File: config.mk
export PLATFORM = sky130hd
export DESIGN_NAME = fp_encode_pipe
export DESIGN_NICKNAME = d
export VERILOG_FILES = /design/src/rtl/fp_encode_pipe.sv
export SDC_FILE = /design/constraint.sdc
export NUM_CORES = 1
export LEC_CHECK = 0
export ABC_CLOCK_PERIOD_IN_PS = 3050
export CORE_MARGIN = 5
export CORE_UTILIZATION = 35
export DETAILED_ROUTE_END_ITERATION = 7
export PLACE_DENSITY_LB_ADDON = 0.15
export SLEW_MARGIN = 20
export SYNTH_ARGS = -nofsm -noshare
export SYNTH_HDL_FRONTEND = slang
export SYNTH_SLANG_ARGS = --single-unit
File: constraint.sdc
create_clock -name clk -period 3.05 [get_ports clk]
set_input_delay 0.305 -clock clk [delete_from_list [all_inputs] [get_ports clk]]
set_output_delay 0.305 -clock clk [all_outputs]
set_load 0.02 [all_outputs]
File: src/rtl/fp_encode_pipe.sv
// Linear-to-float encoder: 11-bit two's-complement sample -> {sign, exp[2:0], frac[3:0]}
// through a capture rank and three encode ranks. A single global enable stalls every rank.
module fp_encode_pipe #(
    parameter int STAGES = 3
) (
    input  logic        clk,
    input  logic        reset,
    input  logic        in_valid,
    output logic        in_ready,
    input  logic [10:0] in_data,
    output logic        out_valid,
    input  logic        out_ready,
    output logic [7:0]  out_byte,
    output logic        out_sat
);

    // Index of the highest set bit; callers only use it when some bit above bit 3 is set.
    function automatic logic [3:0] lead_one(input logic [9:0] m);
        logic [3:0] p;
        p = 4'd0;
        for (int i = 0; i < 10; i++) begin
            if (m[i]) begin
                p = 4'(i);
            end
        end
        return p;
    endfunction

    // Valid bits for the capture rank, the two encode ranks and the output rank.
    logic [STAGES:0] vld_r;
    logic            en_s;

    logic [10:0]     data0_r;

    logic            sign1_s;
    logic            sat1_s;
    logic [9:0]      mag1_s;
    logic            sign1_r;
    logic            sat1_r;
    logic [9:0]      mag1_r;

    logic [3:0]      lead_s;
    logic [2:0]      exp2_s;
    logic [3:0]      frac2_s;
    logic            rnd2_s;
    logic            sign2_r;
    logic            sat2_r;
    logic [2:0]      exp2_r;
    logic [3:0]      frac2_r;
    logic            rnd2_r;

    logic [2:0]      exp3_s;
    logic [3:0]      frac3_s;
    logic [7:0]      out_byte_r;
    logic            out_sat_r;

    assign en_s      = !vld_r[STAGES] || out_ready;
    assign in_ready  = en_s;
    assign out_valid = vld_r[STAGES];
    assign out_byte  = out_byte_r;
    assign out_sat   = out_sat_r;

    // Stage 1: sign and magnitude; -1024 has no 10-bit magnitude and is clamped to 1023.
    always_comb begin
        sign1_s = data0_r[10];
        sat1_s  = 1'b0;
        mag1_s  = data0_r[9:0];
        if (data0_r == 11'h400) begin
            sat1_s = 1'b1;
            mag1_s = 10'h3FF;
        end else if (data0_r[10]) begin
            mag1_s = ~data0_r[9:0] + 10'd1;
        end else begin
            mag1_s = data0_r[9:0];
        end
    end

    // Stage 2: leading-one detect, four fraction bits below the hidden one, round bit below those.
    always_comb begin
        lead_s  = lead_one(mag1_r);
        exp2_s  = 3'd0;
        frac2_s = mag1_r[3:0];
        rnd2_s  = 1'b0;
        if (mag1_r < 10'd16) begin
            exp2_s  = 3'd0;
            frac2_s = mag1_r[3:0];
            rnd2_s  = 1'b0;
        end else begin
            exp2_s  = 3'(lead_s - 4'd3);
            frac2_s = 4'(mag1_r >> (lead_s - 4'd4));
            if (lead_s >= 4'd5) begin
                rnd2_s = |(mag1_r & (10'd1 << (lead_s - 4'd5)));
            end else begin
                rnd2_s = 1'b0;
            end
        end
    end

    // Stage 3: round half up; a fraction carry bumps the exponent, which tops out at 7.
    always_comb begin
        exp3_s  = exp2_r;
        frac3_s = frac2_r;
        if (rnd2_r) begin
            if (frac2_r == 4'hF) begin
                frac3_s = 4'h0;
                exp3_s  = exp2_r + 3'd1;
            end else begin
                frac3_s = frac2_r + 4'd1;
                exp3_s  = exp2_r;
            end
        end else begin
            frac3_s = frac2_r;
            exp3_s  = exp2_r;
        end
    end

    // Pipeline registers: everything advances together on en_s; data ranks load only for valid samples.
    always_ff @(posedge clk) begin
        if (reset) begin
            vld_r      <= '0;
            data0_r    <= 11'd0;
            sign1_r    <= 1'b0;
            sat1_r     <= 1'b0;
            mag1_r     <= 10'd0;
            sign2_r    <= 1'b0;
            sat2_r     <= 1'b0;
            exp2_r     <= 3'd0;
            frac2_r    <= 4'd0;
            rnd2_r     <= 1'b0;
            out_byte_r <= 8'h00;
            out_sat_r  <= 1'b0;
        end else if (en_s) begin
            vld_r <= {vld_r[STAGES-1:0], in_valid};
            if (in_valid) begin
                data0_r <= in_data;
            end
            if (vld_r[0]) begin
                sign1_r <= sign1_s;
                sat1_r  <= sat1_s;
                mag1_r  <= mag1_s;
            end
            if (vld_r[1]) begin
                sign2_r <= sign1_r;
                sat2_r  <= sat1_r;
                exp2_r  <= exp2_s;
                frac2_r <= frac2_s;
                rnd2_r  <= rnd2_s;
            end
            if (vld_r[2]) begin
                out_byte_r <= {sign2_r, exp3_s, frac3_s};
                out_sat_r  <= sat2_r;
            end
        end
    end

endmodule
==> Word-level counts from Yosys, hierarchy flattened <==
Index checks and enable logic that the tools add are counted.
{ "word_totals": {"register_bits": 46, "in_bits": 15, "output_inout_bits": 11, "elab_cells": 53} }
{ "classes": {"addsub": 6, "magnitude_cmp": 2, "n_eq_ne": 2, "shifts": 2, "n_mux": 20, "bitwise_logic": 2, "reduce_logical": 7} }
{ "ops": {"columns": ["operator", "count"], "rows": [
  ["4-bit two-way mux", 11],
  ["10-bit two-way mux", 2],
  ["11-bit == test (second input constant)", 1],
  ["10-bit by 1-bit adder with 10-bit output (second input constant)", 1],
  ["10-bit bitwise AND", 1],
  ["10-bit by 5-bit less-than comparator with 1-bit output (second input constant)", 1],
  ["10-bit inverter", 1],
  ["10-bit OR reduction", 1],
  ["1-bit by 4-bit left shift with 10-bit output (first input constant)", 1],
  ["10-bit by 4-bit >> shifter with 4-bit output", 1],
  ["3-bit two-way mux", 3],
  ["2-bit AND reduction", 4],
  ["4-bit by 3-bit subtractor with 4-bit output (second input constant)", 2],
  ["4-bit by 1-bit adder with 4-bit output (second input constant)", 1],
  ["4-bit == test (second input constant)", 1],
  ["4-bit by 3-bit >= comparator with 1-bit output (second input constant)", 1],
  ["1-bit two-way mux", 4],
  ["3-bit by 1-bit adder with 3-bit output (second input constant)", 1],
  ["3-bit by 2-bit subtractor with 3-bit output (second input constant)", 1],
  ["1-bit logical NOT", 1],
  ["1-bit logical OR", 1]
]} }

==> Depth between registers and ports, before layout <==
{ "depth": {"word_depth": 15, "ltp_mapped": 11, "depth_no_buf": 10} }

==> Worst setup path after synthesis <==
OpenSTA, ideal clock, no wires.
{ "synth_path": {"path_type": "reg2reg", "startpoint": "register mag1_r[8]", "endpoint": "register rnd2_r", "setup_time_ps": 142, "arrival_ps": 1883, "required_time_ps": 2908, "setup_slack_ps": 1025, "stages_incl_launch_ff": 10, "n_path_buf": 1, "period_less_slack_ps": 2025, "cell_sequence": "dfxtp_1 buf_6 nor2b_1 o41ai_2 inv_1 ha_1 a222oi_1 nor2_1 mux2i_1 a211oi_1"} }
{ "synth_via": {"elab_chain_cells": 8, "word_cells_on_any_way": 10, "cone_classes": "add/sub: 1; order compare: 2; shift: 1; mux: 4; bitwise: 1; reduce/logical: 1"} }
{ "synth_lines": {"columns": ["item", "line_no", "text"], "rows": [
  ["start: declaration", "40", "logic [9:0] mag1_r;"],
  ["start signal: assignment", "140", "mag1_r <= mag1_s;"],
  ["4-bit two-way mux (2 in series)", "22", "if (m[i]) begin"],
  ["4-bit by 3-bit subtractor with 4-bit output", "92", "rnd2_s = |(mag1_r & (10'd1 << (lead_s - 4'd5)));"],
  ["1-bit by 4-bit left shift with 10-bit output", "92", null],
  ["10-bit bitwise AND", "92", null],
  ["10-bit OR reduction", "92", null],
  ["1-bit two-way mux", "91", "if (lead_s >= 4'd5) begin"],
  ["1-bit two-way mux (*)", "84", "if (mag1_r < 10'd16) begin"],
  ["end signal: assignment", "147", "rnd2_r <= rnd2_s;"],
  ["end: declaration", "50", "logic rnd2_r;"]
]} }
Mark *: on every way between the ends. The rest lies on a longest branch, timed or not.
A chain may end at the register's enable or synchronous reset.

==> Worst setup path after layout <==
{ "layout_path": {"startpoint": "register mag1_r[9]", "endpoint": "register rnd2_r"} }
{ "layout_via": {"elab_chain_cells": 7, "word_cells_on_any_way": 9, "cone_classes": "add/sub: 1; order compare: 2; shift: 1; mux: 3; bitwise: 1; reduce/logical: 1"} }
{ "layout_lines": {"columns": ["item", "line_no"], "rows": [
  ["4-bit two-way mux", "22"],
  ["4-bit by 3-bit subtractor with 4-bit output", "92"],
  ["1-bit by 4-bit left shift with 10-bit output", "92"],
  ["10-bit bitwise AND", "92"],
  ["10-bit OR reduction", "92"],
  ["1-bit two-way mux", "91"],
  ["1-bit two-way mux (*)", "84"]
]} }
Marks and branches as above.

==> flow_summary.ini <==
[die]
die-height_um = 96.1
die_x_um = 96.1
die_area_um2 = 9230
io_pins = 26
start_util = 0.359
row_count = 31
core_um2 = 7210

[placed_design]
dp_hpwl_um = 4100
io_buffers = 25
place.gp.congestion = 0.919

[sta]
setup_viol = 0
tightest_slew_ns = 0.621
fin_skew_ns = 0.00882
holdWs_ns = 0.329
fin_crit_sh = 0.810
slew_headroom = 0.586
tns_ns = 0
period_minus_slack_ns = 2.47
drv_slew = 0
rsz0062_at_grt = no
final_hold_viol_count = 0
max_freq_mhz = 405

[yosys]
synthFlopType = dfxtp_1
ys_ff_latch = 46
avgSynthCellArea_um2 = 8.00
synth_top_area_frac = 0.355
ys_async_sr_fraction = 0
synth.largest_area_cell = dfxtp_1
netlist_area_um2 = 2590
synth_fp_nets = 349
yosys-top-cells-area = dfxtp_1 36%, nand2_1 7.1%, a21oi_1 6.4%
synth_warnings = 0
synth_seq_area_share = 0.355
synth_enable_flop_cells = 0
ys_types = 52
synth_cells = 324

[routing]
viasPerCell = 4.97
ant_nets = 0
drc = 0
drtIter0Drc = 118
routed_wl_um = 5630
post_drt_wl_per_cell_um = 12.9
dr_total_vias = 2165
drt_first_pass_iters = 4

[global_routing]
top_usage_layer = met2
met1_usage = 0.176
grt_max_degree = 38
grt_first_pass_wirelength_um = 9820
grt_overflow_total = 0
met2_usage = 0.213
grt_pass1_vias = 2136
grt.met3_usage = 0.0305
grt_use_total = 0.134
grt_antenna_before_repair = 0

[outcome]
status = complete, no violations

[critical_path]
worstPathRequired_ns = 3.23
end_kind = flip-flop
crit_arrival_ns = 2.65
crit_fanout = 12
worst-setup-path-type = flip-flop to flip-flop
worstSetupStartpointType = flip-flop

[final_layout]
num-nets-final = 361
diodes = 0
mostFrequentLayoutCells = 49 x nand2_1, 46 x dfxtp_1, 40 x nor2_1, 33 x a21oi_1, 24 x clkdlybuf4s50_1
drive_gt1_frac = 0.0950
areaGrowthSynthToFinish_pct = 15.5
layout_commonest_cell = nand2_1

[clocking]
root_buffer = clkbuf_8
cts_tree = built
clk_latency_ns = 0.30
clock_path_buffers = 2
htree_levels = 2
ctsResizeCount = 0
post_cts_buffers = 0
cts.sinks = 46
cts_hold_buf = 0
cts_buffers = 5
path_clk_slew_ns = 0.09

[power]
peakVddDrop_v = 0.000208
power_density_nw_per_um2 = 479
p_leak_nw = 1.06

[run]
maxCapViolCount = 0

[worst_hold_path]
hold_path.class = input port to flip-flop
metal layers:
metal	share of wire	wire length, um	up-vias
li1	-	-	1151
met1	0.49	2740	963
met2	0.46	2610	45
met3	0.037	206	6
met4	0.012	69	0
met5	0	0	-
kinds of logic (layout without fill, tap and decap cells):
kind of cell | Yosys count | after routing | synth area share
simple gates | 125 | 125 | 0.226
buf+inv | 36 | 49 | 0.0618
xor+xnor | 14 | 14 | 0.0473
fa+ha+maj | 10 | 10 | 0.0483
flops | 46 | 46 | 0.355
mux | 9 | 9 | 0.0352
compound gates | 84 | 84 | 0.226
power by group:
group / internal [mW] / switching, mW
sequential: 0.629 / 0.0410
combinational: 0.131 / 0.166
clock: 0.246 / 0.222
registers in the layout, indices dropped and copies added, names as in the netlist, 3 cells and up:
name	flops
exp2_r	3
data0_r	11
frac2_r	4
out_byte	8
vld_r	4
mag1_r	10
critical path, cell delays in order, from the launching register on:
cell and delay (ns):
dfxtp_1 0.58, nor2b_1 0.19, o41ai_2 0.56, inv_1 0.17, ha_1 0.24, a222oi_1 0.32, nor2_1 0.07, mux2i_1 0.14
a211oi_1 0.08
synth_stat cells, types with 3 or more instances:
cell and instances:
nand3_1 6, nor2b_1 4, clkbuf_1 16, ha_1 10, o21ai_0 12, or3_1 3
nand2b_1 3, nand2_1 49, a211oi_1 10, buf_2 6, a211oi_2 9, dfxtp_1 46
inv_1 9, nor2_1 40, a21oi_1 33, o31ai_1 3, mux2i_1 8, xnor2_1 5
and2_1 5, xor2_1 9
stage by stage:
stage | cells | util | instance area, um2 | setup WS (ns) | power [mW]
after floorplan | 324 | - | 2590 | 1.03 | 0.907
after global placement | 428 | 0.400 | 2880 | 0.727 | 0.979
after detailed placement | 428 | 0.400 | 2880 | 0.618 | 0.978
after CTS | 436 | 0.415 | 3000 | 0.608 | 1.45
after global routing | 436 | 0.415 | 3000 | 0.377 | 1.52
final | 436 | 0.415 | 3000 | 0.579 | 1.43
layout make-up:
class                   instances  area [um2]
fillers                       763        4220
inverters                      11        43.8
clock inverters                 3        43.8
clock buffers                   5        68.8
flip-flops and latches         46         921
multi-input cells             242        1510
repair buffers                 30         283
well taps                      99         124
worst paths after layout:
kind         slack (ns)       from     endpoint  cells past startpoint
max                0.58  mag1_r[9]       rnd2_r                      8
min                0.33      reset  out_byte[3]                      2
max reg2reg        0.58  mag1_r[9]       rnd2_r                      8
min reg2reg        0.46    sign1_r      sign2_r                      2
No activity file was read; power rests on OpenSTA's default activity.
